==> config.mk <==
export PLATFORM = sky130hd
export DESIGN_NAME = uart_rx_framed_flat
export DESIGN_NICKNAME = d
export VERILOG_FILES = /design/src/rtl/uart_pkg.sv /design/src/rtl/uart_rx_framed_if.sv /design/src/rtl/uart_rx_sampler.sv /design/src/rtl/uart_rx_framed.sv /design/src/flat_wrapper.sv
export SDC_FILE = /design/constraint.sdc
export NUM_CORES = 1
export LEC_CHECK = 0
export CORE_MARGIN = 5
export CORE_UTILIZATION = 43
export CTS_CLUSTER_DIAMETER = 100
export DETAILED_ROUTE_END_ITERATION = 12
export GPL_TIMING_DRIVEN = 1
export PLACE_DENSITY = 0.66
export SETUP_SLACK_MARGIN = 0.3
export SLEW_MARGIN = 20
export SYNTH_ARGS = -nofsm -noshare
export SYNTH_HDL_FRONTEND = slang
export SYNTH_HIERARCHICAL = 1
export SYNTH_SLANG_ARGS = --single-unit
==> constraint.sdc <==
create_clock -name clk -period 2.4 [get_ports clk]
set_input_delay 0.48 -clock clk [delete_from_list [all_inputs] [get_ports clk]]
set_output_delay 0.48 -clock clk [all_outputs]
set_load 0.05 [all_outputs]
==> src/rtl/uart_pkg.sv <==
// Shared UART definitions: parity mode codes, receiver state encoding and a
// small majority-vote helper used by the receive sampler.
package uart_pkg;

    localparam int PAR_NONE = 0;
    localparam int PAR_ODD  = 1;
    localparam int PAR_EVEN = 2;

    typedef enum logic [2:0] {
        RX_IDLE,
        RX_START,
        RX_DATA,
        RX_PARITY,
        RX_STOP,
        RX_WAIT_HIGH
    } rx_state_t;

    function automatic logic majority3(input logic a, input logic b, input logic c);
        return (a & b) | (a & c) | (b & c);
    endfunction

endpackage

==> src/rtl/uart_rx_framed_if.sv <==
// Host-facing signal bundle of the framed UART receiver: serial input,
// read handshake and the held-frame status flags.
interface uart_rx_framed_if #(
    parameter int DATA_BITS = 8
);
    logic                 Rx;
    logic                 rd_ack;
    logic [DATA_BITS-1:0] data;
    logic                 R_rdy;
    logic                 parity_err;
    logic                 frame_err;
    logic                 overrun;
    logic                 busy;

    modport master (
        output Rx, rd_ack,
        input  data, R_rdy, parity_err, frame_err, overrun, busy
    );

    modport slave (
        input  Rx, rd_ack,
        output data, R_rdy, parity_err, frame_err, overrun, busy
    );
endinterface

==> src/rtl/uart_rx_sampler.sv <==
// Rx front end: two-flop synchroniser, previous-line flop for edge detection,
// and two stored samples that combine with the live line into a 3-way vote.
module uart_rx_sampler
    import uart_pkg::*;
(
    input  logic clk,
    input  logic rst_n,
    input  logic i_rx,
    input  logic i_strobe,
    output logic o_line,
    output logic o_line_prev,
    output logic o_majority
);

    logic       r_sync1;
    logic       r_sync2;
    logic       r_line_prev;
    logic [1:0] r_samples;

    // Idle-high reset values keep a reset release from looking like a start edge.
    always_ff @(posedge clk or negedge rst_n) begin
        if (!rst_n) begin
            r_sync1     <= 1'b1;
            r_sync2     <= 1'b1;
            r_line_prev <= 1'b1;
            r_samples   <= 2'b11;
        end else begin
            r_sync1     <= i_rx;
            r_sync2     <= r_sync1;
            r_line_prev <= r_sync2;
            if (i_strobe) begin
                r_samples <= {r_samples[0], r_sync2};
            end
        end
    end

    assign o_line      = r_sync2;
    assign o_line_prev = r_line_prev;
    assign o_majority  = majority3(r_samples[1], r_samples[0], r_sync2);

endmodule

==> src/rtl/uart_rx_framed.sv <==
// Parametrised UART receive engine with glitch rejection, majority-voted bits,
// parity/framing checks and a valid/ack holding register with overrun flag.
module uart_rx_framed
    import uart_pkg::*;
#(
    parameter int CLKS_PER_BIT = 435,
    parameter int DATA_BITS    = 8,
    parameter int PARITY       = 0,
    parameter int STOP_BITS    = 1
) (
    input  logic            clk,
    input  logic            rst_n,
    uart_rx_framed_if.slave bus
);

    localparam int CW = $clog2(CLKS_PER_BIT + 2);
    localparam int BW = $clog2(DATA_BITS + 1);

    localparam logic [CW-1:0] HALF_M1   = CW'(CLKS_PER_BIT / 2 - 1);
    localparam logic [CW-1:0] SAMP_A    = CW'(CLKS_PER_BIT - 2);
    localparam logic [CW-1:0] SAMP_B    = CW'(CLKS_PER_BIT - 1);
    localparam logic [CW-1:0] SAMP_C    = CW'(CLKS_PER_BIT);
    localparam logic [CW-1:0] CNT_ONE   = CW'(1);
    localparam logic [BW-1:0] BIT_ONE   = BW'(1);
    localparam logic [BW-1:0] LAST_DATA = BW'(DATA_BITS - 1);
    localparam logic [BW-1:0] LAST_STOP = BW'(STOP_BITS - 1);

    if (CLKS_PER_BIT < 8) begin : g_chk_cpb
        $error("uart_rx_framed: CLKS_PER_BIT must be at least 8");
    end
    if (DATA_BITS < 5 || DATA_BITS > 9) begin : g_chk_bits
        $error("uart_rx_framed: DATA_BITS must be in 5..9");
    end
    if (PARITY != PAR_NONE && PARITY != PAR_ODD && PARITY != PAR_EVEN) begin : g_chk_par
        $error("uart_rx_framed: PARITY must be 0, 1 or 2");
    end
    if (STOP_BITS != 1 && STOP_BITS != 2) begin : g_chk_stop
        $error("uart_rx_framed: STOP_BITS must be 1 or 2");
    end

    rx_state_t            r_state;
    rx_state_t            w_state_next;
    logic [CW-1:0]        r_cnt;
    logic [BW-1:0]        r_bit_cnt;
    logic [DATA_BITS-1:0] r_shift;
    logic                 r_perr_acc;
    logic                 r_ferr_acc;
    logic [DATA_BITS-1:0] r_data;
    logic                 r_rdy;
    logic                 r_perr;
    logic                 r_ferr;
    logic                 r_overrun;

    logic w_line;
    logic w_line_prev;
    logic w_bit;
    logic w_in_bit;
    logic w_strobe;
    logic w_bit_done;
    logic w_commit;
    logic w_frame_err_next;
    logic w_exp_parity;

    uart_rx_sampler u_sampler (
        .clk         (clk),
        .rst_n       (rst_n),
        .i_rx        (bus.Rx),
        .i_strobe    (w_strobe),
        .o_line      (w_line),
        .o_line_prev (w_line_prev),
        .o_majority  (w_bit)
    );

    always_ff @(posedge clk or negedge rst_n) begin
        if (!rst_n) begin
            r_state <= RX_IDLE;
        end else begin
            r_state <= w_state_next;
        end
    end

    always_comb begin
        w_state_next = r_state;
        case (r_state)
            RX_IDLE:      if (!w_line && w_line_prev) w_state_next = RX_START;
            RX_START:     if (r_cnt == HALF_M1) w_state_next = w_line ? RX_IDLE : RX_DATA;
            RX_DATA:      if (w_bit_done && r_bit_cnt == LAST_DATA)
                              w_state_next = (PARITY != PAR_NONE) ? RX_PARITY : RX_STOP;
            RX_PARITY:    if (w_bit_done) w_state_next = RX_STOP;
            RX_STOP:      if (w_commit) w_state_next = w_bit ? RX_IDLE : RX_WAIT_HIGH;
            RX_WAIT_HIGH: if (w_line) w_state_next = RX_IDLE;
            default:      w_state_next = RX_IDLE;
        endcase
    end

    // Samples land at C-1 and C; the C+1 edge votes with the live line and closes the bit.
    always_comb begin
        w_in_bit         = (r_state == RX_DATA) || (r_state == RX_PARITY) || (r_state == RX_STOP);
        w_strobe         = w_in_bit && ((r_cnt == SAMP_A) || (r_cnt == SAMP_B));
        w_bit_done       = w_in_bit && (r_cnt == SAMP_C);
        w_commit         = (r_state == RX_STOP) && w_bit_done && (r_bit_cnt == LAST_STOP);
        w_frame_err_next = r_ferr_acc | ~w_bit;
        w_exp_parity     = (PARITY == PAR_ODD) ? ~(^r_shift) : (^r_shift);
    end

    // Bit timer restarts at 1 after C+1 so every bit spans exactly CLKS_PER_BIT cycles.
    always_ff @(posedge clk or negedge rst_n) begin
        if (!rst_n) begin
            r_cnt      <= '0;
            r_bit_cnt  <= '0;
            r_shift    <= '0;
            r_perr_acc <= 1'b0;
            r_ferr_acc <= 1'b0;
        end else begin
            case (r_state)
                RX_START:                    r_cnt <= (r_cnt == HALF_M1) ? '0 : r_cnt + CNT_ONE;
                RX_DATA, RX_PARITY, RX_STOP: r_cnt <= w_bit_done ? CNT_ONE : r_cnt + CNT_ONE;
                default:                     r_cnt <= '0;
            endcase

            if (r_state == RX_IDLE) begin
                r_bit_cnt  <= '0;
                r_perr_acc <= 1'b0;
                r_ferr_acc <= 1'b0;
            end else if (w_bit_done) begin
                case (r_state)
                    RX_DATA: begin
                        r_shift   <= {w_bit, r_shift[DATA_BITS-1:1]};
                        r_bit_cnt <= (r_bit_cnt == LAST_DATA) ? '0 : r_bit_cnt + BIT_ONE;
                    end
                    RX_PARITY: r_perr_acc <= (w_bit != w_exp_parity);
                    RX_STOP: begin
                        r_ferr_acc <= w_frame_err_next;
                        r_bit_cnt  <= r_bit_cnt + BIT_ONE;
                    end
                    default: ;
                endcase
            end
        end
    end

    // A commit coinciding with an ack replaces the held frame instead of overrunning.
    always_ff @(posedge clk or negedge rst_n) begin
        if (!rst_n) begin
            r_data    <= '0;
            r_rdy     <= 1'b0;
            r_perr    <= 1'b0;
            r_ferr    <= 1'b0;
            r_overrun <= 1'b0;
        end else if (w_commit) begin
            if (!r_rdy || bus.rd_ack) begin
                r_data <= r_shift;
                r_perr <= r_perr_acc;
                r_ferr <= w_frame_err_next;
                r_rdy  <= 1'b1;
                if (bus.rd_ack) begin
                    r_overrun <= 1'b0;
                end
            end else begin
                r_overrun <= 1'b1;
            end
        end else if (bus.rd_ack && r_rdy) begin
            r_rdy     <= 1'b0;
            r_perr    <= 1'b0;
            r_ferr    <= 1'b0;
            r_overrun <= 1'b0;
        end
    end

    assign bus.data       = r_data;
    assign bus.R_rdy      = r_rdy;
    assign bus.parity_err = r_perr;
    assign bus.frame_err  = r_ferr;
    assign bus.overrun    = r_overrun;
    assign bus.busy       = (r_state != RX_IDLE);

endmodule

==> src/flat_wrapper.sv <==
// flat-port wrapper written by rule: the top's interface ports become plain ports
module uart_rx_framed_flat import uart_pkg::*;
#(
    parameter int CLKS_PER_BIT = 435,
    parameter int DATA_BITS    = 8,
    parameter int PARITY       = 0,
    parameter int STOP_BITS    = 1
)
  (clk, rst_n, bus_Rx, bus_rd_ack, bus_data, bus_R_rdy, bus_parity_err, bus_frame_err, bus_overrun, bus_busy);
  uart_rx_framed_if #(.DATA_BITS(DATA_BITS)) bus_i ();
  input  logic clk;
  input  logic rst_n;
  input wire logic [$bits(bus_i.Rx)-1:0] bus_Rx;
  input wire logic [$bits(bus_i.rd_ack)-1:0] bus_rd_ack;
  output wire logic [$bits(bus_i.data)-1:0] bus_data;
  output wire logic [$bits(bus_i.R_rdy)-1:0] bus_R_rdy;
  output wire logic [$bits(bus_i.parity_err)-1:0] bus_parity_err;
  output wire logic [$bits(bus_i.frame_err)-1:0] bus_frame_err;
  output wire logic [$bits(bus_i.overrun)-1:0] bus_overrun;
  output wire logic [$bits(bus_i.busy)-1:0] bus_busy;
  assign bus_i.Rx = bus_Rx;
  assign bus_i.rd_ack = bus_rd_ack;
  assign bus_data = bus_i.data;
  assign bus_R_rdy = bus_i.R_rdy;
  assign bus_parity_err = bus_i.parity_err;
  assign bus_frame_err = bus_i.frame_err;
  assign bus_overrun = bus_i.overrun;
  assign bus_busy = bus_i.busy;
  uart_rx_framed #(.CLKS_PER_BIT(CLKS_PER_BIT), .DATA_BITS(DATA_BITS), .PARITY(PARITY), .STOP_BITS(STOP_BITS)) u_core (.clk(clk), .rst_n(rst_n), .bus(bus_i));
endmodule
Yosys cells after proc, flatten, opt, wreduce, memory -nomap -nowiden

Index checks and enable logic that the tools add are counted.

Bits of input ports: 4
Register bits after elaboration: 43

Equality and inequality tests: 19
Mux-type cells: 32
Add/sub/neg operators: 2
Reductions and logical operators: 31
Bitwise operators: 8

Operators by type and width:

| kind                                                | number |
|---|---|
| equality test 9 bit, second input constant          | 3 |
| 2-to-1 mux 3 bit                                    | 7 |
| 2-to-1 mux 9 bit                                    | 2 |
| case mux 3 bit (6 select lines)                     | 1 |
| case mux 9 bit (2 select lines)                     | 1 |
| 2-to-1 mux 1 bit                                    | 16 |
| 2-to-1 mux 4 bit                                    | 3 |
| AND reduction 2 bit                                 | 6 |
| != test 2 x 1 -> 1 bit, second input constant       | 5 |
| adder 9 x 1 -> 9 bit, second input constant         | 1 |
| equality test 9 x 8 -> 1 bit, second input constant | 1 |
| case mux 4 bit (2 select lines)                     | 1 |
| nonzero test 2 bit                                  | 4 |
| parity 8 bit                                        | 1 |
| logical AND 1 bit                                   | 7 |
| equality test 3 x 2 -> 1 bit, second input constant | 2 |
| equality test 3 bit, second input constant          | 2 |
| AND reduction 6 bit                                 | 1 |
| nonzero test 3 bit                                  | 2 |
| adder 4 x 1 -> 4 bit, second input constant         | 1 |
| equality test 4 x 3 -> 1 bit, second input constant | 1 |
| logical NOT 4 bit                                   | 1 |
| logical OR 1 bit                                    | 4 |
| != test 2 bit, second input constant                | 2 |
| other kinds (11)                                    | 17 |

Longest topological paths before layout

Word-level depth: 8
Mapped depth: 8
Gate-level depth less buffers: 7

By module

The synthesis kept the hierarchy.

Modules (own cells, without submodules):

| module          | cells each | times used | sequential area each (um^2) | area each (um^2) |
|---|---|---|---|---|
| uart_rx_framed  | 181        | 1          | 950.9                       | 2079.5 |
| uart_rx_sampler | 8          | 1          | 131.4                       | 165.2 |

Least setup slack after synthesis

OpenSTA, ideal clock, no wires.

Path type: register to register
Start point: register u_core.r_bit_cnt[0]
End point: register u_core.r_data[0] (netlist: u_core/bus.data[0])
Setup slack: 0.349 ns
Period minus slack after synthesis: 2.051 ns
Stages on the path, launching flop included: 8
Required time: 2.275 ns
Arrival: 1.926 ns
Setup time: 0.125 ns
Cells stage by stage: dfrtp_1 -> inv_1 -> ha_1 -> or3b_2 -> nor4_4 -> and2b_1 -> buf_6 -> mux2_4

Longest elaborated chain between the ends: 3

Ends and longest elaborated chain:

| item                                 | RTL line              | source |
|---|---|---|
| start: declaration                   | uart_rx_framed.sv:44  | `logic [BW-1:0] r_bit_cnt;` |
| start signal: assignment             | uart_rx_framed.sv:129 | `r_bit_cnt <= (r_bit_cnt == LAST_DATA) ? '0 : r_bit_cnt + BIT_ONE;` |
| start signal: assignment             | uart_rx_framed.sv:134 | `r_bit_cnt <= r_bit_cnt + BIT_ONE;` |
| logical NOT 4 bit                    | uart_rx_framed.sv:101 | `w_commit = (r_state == RX_STOP) && w_bit_done && (r_bit_cnt == LAST_STOP);` |
| logical AND 1 bit                    | uart_rx_framed.sv:101 |  |
| AND reduction 2 bit (no source line) | -                     |  |
| end signal: assignment               | uart_rx_framed.sv:152 | `r_data <= r_shift;` |
| end: declaration                     | uart_rx_framed.sv:48  | `logic [DATA_BITS-1:0] r_data;` |

No other way between the ends.
A chain may end at the register's enable or synchronous reset.

Worst setup path after layout

Start point: register u_core.r_cnt[0]
End point: register u_core.r_state[2]

Longest elaborated chain between the ends: 6
Elaborated cells between the ends (all ways): 11
Classes of those cells: eq/ne (6); reduce/logical (5)

Ends and longest elaborated chain:

| item                                     | RTL line              | source |
|---|---|---|
| start: declaration                       | uart_rx_framed.sv:43  | `logic [CW-1:0] r_cnt;` |
| start signal: assignment                 | uart_rx_framed.sv:116 | `RX_START: r_cnt <= (r_cnt == HALF_M1) ? '0 : r_cnt + CNT_ONE;` |
| start signal: assignment                 | uart_rx_framed.sv:117 | `RX_DATA, RX_PARITY, RX_STOP: r_cnt <= w_bit_done ? CNT_ONE : r_cnt + CNT_ONE;` |
| equality test 9 bit                      | uart_rx_framed.sv:100 | `w_bit_done = w_in_bit && (r_cnt == SAMP_C);` |
| logical AND 1 bit                        | uart_rx_framed.sv:100 |  |
| logical AND 1 bit (2 in a row)           | uart_rx_framed.sv:101 |  |
| != test 2 x 1 -> 1 bit (no source line)  | -                     |  |
| AND reduction 6 bit (no source line) (*) | -                     |  |
| end signal: assignment                   | uart_rx_framed.sv:78  | `r_state <= w_state_next;` |
| end: declaration                         | uart_rx_framed.sv:41  | `rx_state_t r_state;` |

Mark *: on every way between the ends. The rest lies on a longest branch, timed or not.

==> run_results.csv <==
group,metric,value,unit
cells_and_area,fin_nets,229,
setup_path,cp_max_fo,5,
die,die-area,6770,um^2
synth,synth_seq_cells,43,
timing,clock-skew-final,0.0112,ns
synth,synth_top_area_share,0.424,
run,cap_violations,0,
setup_path,critPathRequiredTime,2.59,ns
synth,synth_edf_count,0,
die,ios,17,
grt,grt_pass1_wl,6910,um
routing,wl,3980,um
setup_path,cpLargestDelayFamily,"simple AND/OR/NAND/NOR gates",
cells_and_area,layout_common_cells,"dfrtp_1 (35), nor2_1 (15), clkdlybuf4s50_1 (14)",
pwr,power.total,0.00213,W
placement,dp_hpwl,2810,um
setup_path,cp.arrival,2.24,ns
synth,synth_top_cell_by_area,"dfrtp_1",
routing,dr_total_vias,1454,
pwr,ir_drop,0.000377,V
pwr,p_per_area,790,nW/um^2
routing,ant_nets,0,
clock_tree,cts_tree,"built",
cells_and_area,fin_util,0.532,
cells_and_area,final_common_cell,"dfrtp_1",
cells_and_area,areaGrowthSynthToFinish,20.3,%
routing,drt_iter0_drc,63,
clock_tree,cts_hold_buffers,0,
synth,synth_warnings,6,
timing,grt_setup_unrepaired,"yes",
cells_and_area,diodes,0,
timing,final.setup.tns,0,ns
timing,drv_slew,0,
setup_path,crit_slowest_cell,"dfrtp_2",
synth,synthTopCellsByArea,"dfrtp_1 (42%), mux2_2 (6.5%), dfstp_2 (5.9%), mux2_4 (5.4%), xnor2_1 (3.5%)",
setup_path,path_cells,"inv_2, ha_2, nor4b_4, a41oi_2, a21oi_4, nor3b_4, mux2_2",
cells_and_area,drive_gt1_frac,0.332,
timing,hold_viol,0,
timing,whs,0.0939,ns
die,start_util,0.442,
synth,syn_area,2240,um^2
setup_path,cp_num_buf_inv,1,
grt,grt_pass1_vias,1429,
clock_tree,htreeDepth,2,
clock_tree,cts-root-buf,"clkbuf_8",
synth,yosysSeqAreaShare,0.482,
run_status,status,"complete, no violations",
routing,drc_errors,0,
routing,vias_per_cell,5.01,
routing,dr.pass1.iters,4,
die,die_h,82.3,um
placement,gp_congestion,0.780,
routing,wl_per_cell,13.7,um
placement,dp_slack,0.271,ns
die,dieWidth,82.3,um
clock_tree,cts_buffers,5,
setup_path,crit_type,"reg2reg",
synth,synth.distinct_cells,49,
grt,grt-ovfl-total,0,
setup_path,slowest_delay,0.46,ns
clock_tree,clkLatencyLatePin,0.30,ns
synth,async_flop_share,1.00,
grt,antenna_found_initial,0,
setup_path,cp-end-kind,"flip-flop",
setup_path,crit_path_start_kind,"flip-flop",
worst_hold_path,hold_path_class,"in2async",
timing,setup_viol,0,
clock_tree,clk_path_buf_depth,2,
timing,tightest_slew,0.496,ns
grt,grt.total_usage,0.134,
clock_tree,clkTransAtPathRegs,0.09,ns
clock_tree,clock-sinks,43,
grt,grt_start_max_net_pins,18,
timing,fmaxAchievable,489,MHz
timing,fin_ws,0.354,ns
pwr,leakage,1.19,nW
synth,syn_inst,189,
placement,numPortBuffers,16,
timing,fin_crit_sh,0.852,
die,core,5070,um^2
synth,ys.flop_type,"dfrtp_1",
timing,finalCriticalPeriod,2.05,ns
synth,avgSynthCellArea,11.9,um^2
timing,slew_headroom,0.668,
die,row_count,26,
synth,synth_nets,199,
## stage by stage
step	std cells	instance area, um^2
floorplan	189	2240
global placement	278	2520
detailed placement	278	2520
CTS	286	2630
global route	290	2700
finish	290	2700
## synthesized netlist by cell type (5+ instances only)
library cell and count:
o21ai_0 9, dfstp_2 5, inv_1 9, nor2_1 16
nand2_1 10, nand3_1 6, mux2_2 13, mux2_4 8
xnor2_1 9, dfrtp_1 38, ha_1 6, xor2_1 5
## final cells by class
cell class                      count  area, um^2
Timing Repair Buffer               29         263
Fill cell                         464        2370
Clock buffer                        5        68.8
Tap cell                           70        87.6
Clock inverter                      3        20.0
Multi-Input combinational cell    131        1140
Sequential cell                    43        1090
Inverter                            9        33.8
## logic make-up after synthesis
logic type	share of synthesized area
fa+ha+maj	0.0474
xor+xnor	0.0546
simple gates	0.168
buf+inv	0.0334
compound gates	0.0825
mux	0.132
flops	0.482
## path summary, 6_finish.rpt
kind / start / to / slack, ns / depth (start not counted)
setup / recovery: u_core/r_cnt[0] / u_core/r_state[2] / 0.35 / 7
hold / removal: rst_n / u_core/r_state[2] / 0.09 / 1
setup reg to reg: u_core/r_cnt[0] / u_core/r_state[2] / 0.35 / 7
hold reg to reg: u_core/u_sampler/r_sync1 / u_core/u_sampler/o_line / 0.38 / 0
max in group asynchronous: rst_n / u_core/u_sampler/o_line / 1.70 / 2
min in group clk: u_core/u_sampler/r_sync1 / u_core/u_sampler/o_line / 0.38 / 0
## per-layer routing
metal | track usage | vias up | routed length [um]
met5 | 0 | - | 0
met4 | 0.0449 | 0 | 47
met3 | 0.0390 | 4 | 107
met2 | 0.196 | 15 | 1880
met1 | 0.188 | 708 | 1950
li1 | - | 727 | -
## flip-flops by register name (all words and copies together) (netlist names)
register / count
u_core/r_state: 3
u_core/r_perr_acc: 1
u_core/r_shift: 8
u_core/bus.R_rdy: 1
u_core/u_sampler/r_sync1: 1
u_core/bus.data: 8
u_core/bus.frame_err: 1
u_core/u_sampler/r_samples: 2
u_core/r_ferr_acc: 1
u_core/r_bit_cnt: 4
u_core/r_cnt: 9
u_core/u_sampler/o_line: 1
u_core/bus.overrun: 1
u_core/u_sampler/o_line_prev: 1
u_core/bus.parity_err: 1
## repair_timing
action / CTS / global route
endpoints found under the setup margin: 9 / 17
buffers inserted: 0 / 4
pin swaps: 1 / 2
gates resized for setup: 4 / 12
## where the power goes
group | leakage, nW | switching, W | internal (W)
registers | 0.560 | 0.0000708 | 0.000789
logic | 0.588 | 0.000427 | 0.000393
clock network | 0.0402 | 0.000251 | 0.000202
Note: power is estimated with default switching activity, not from simulation.
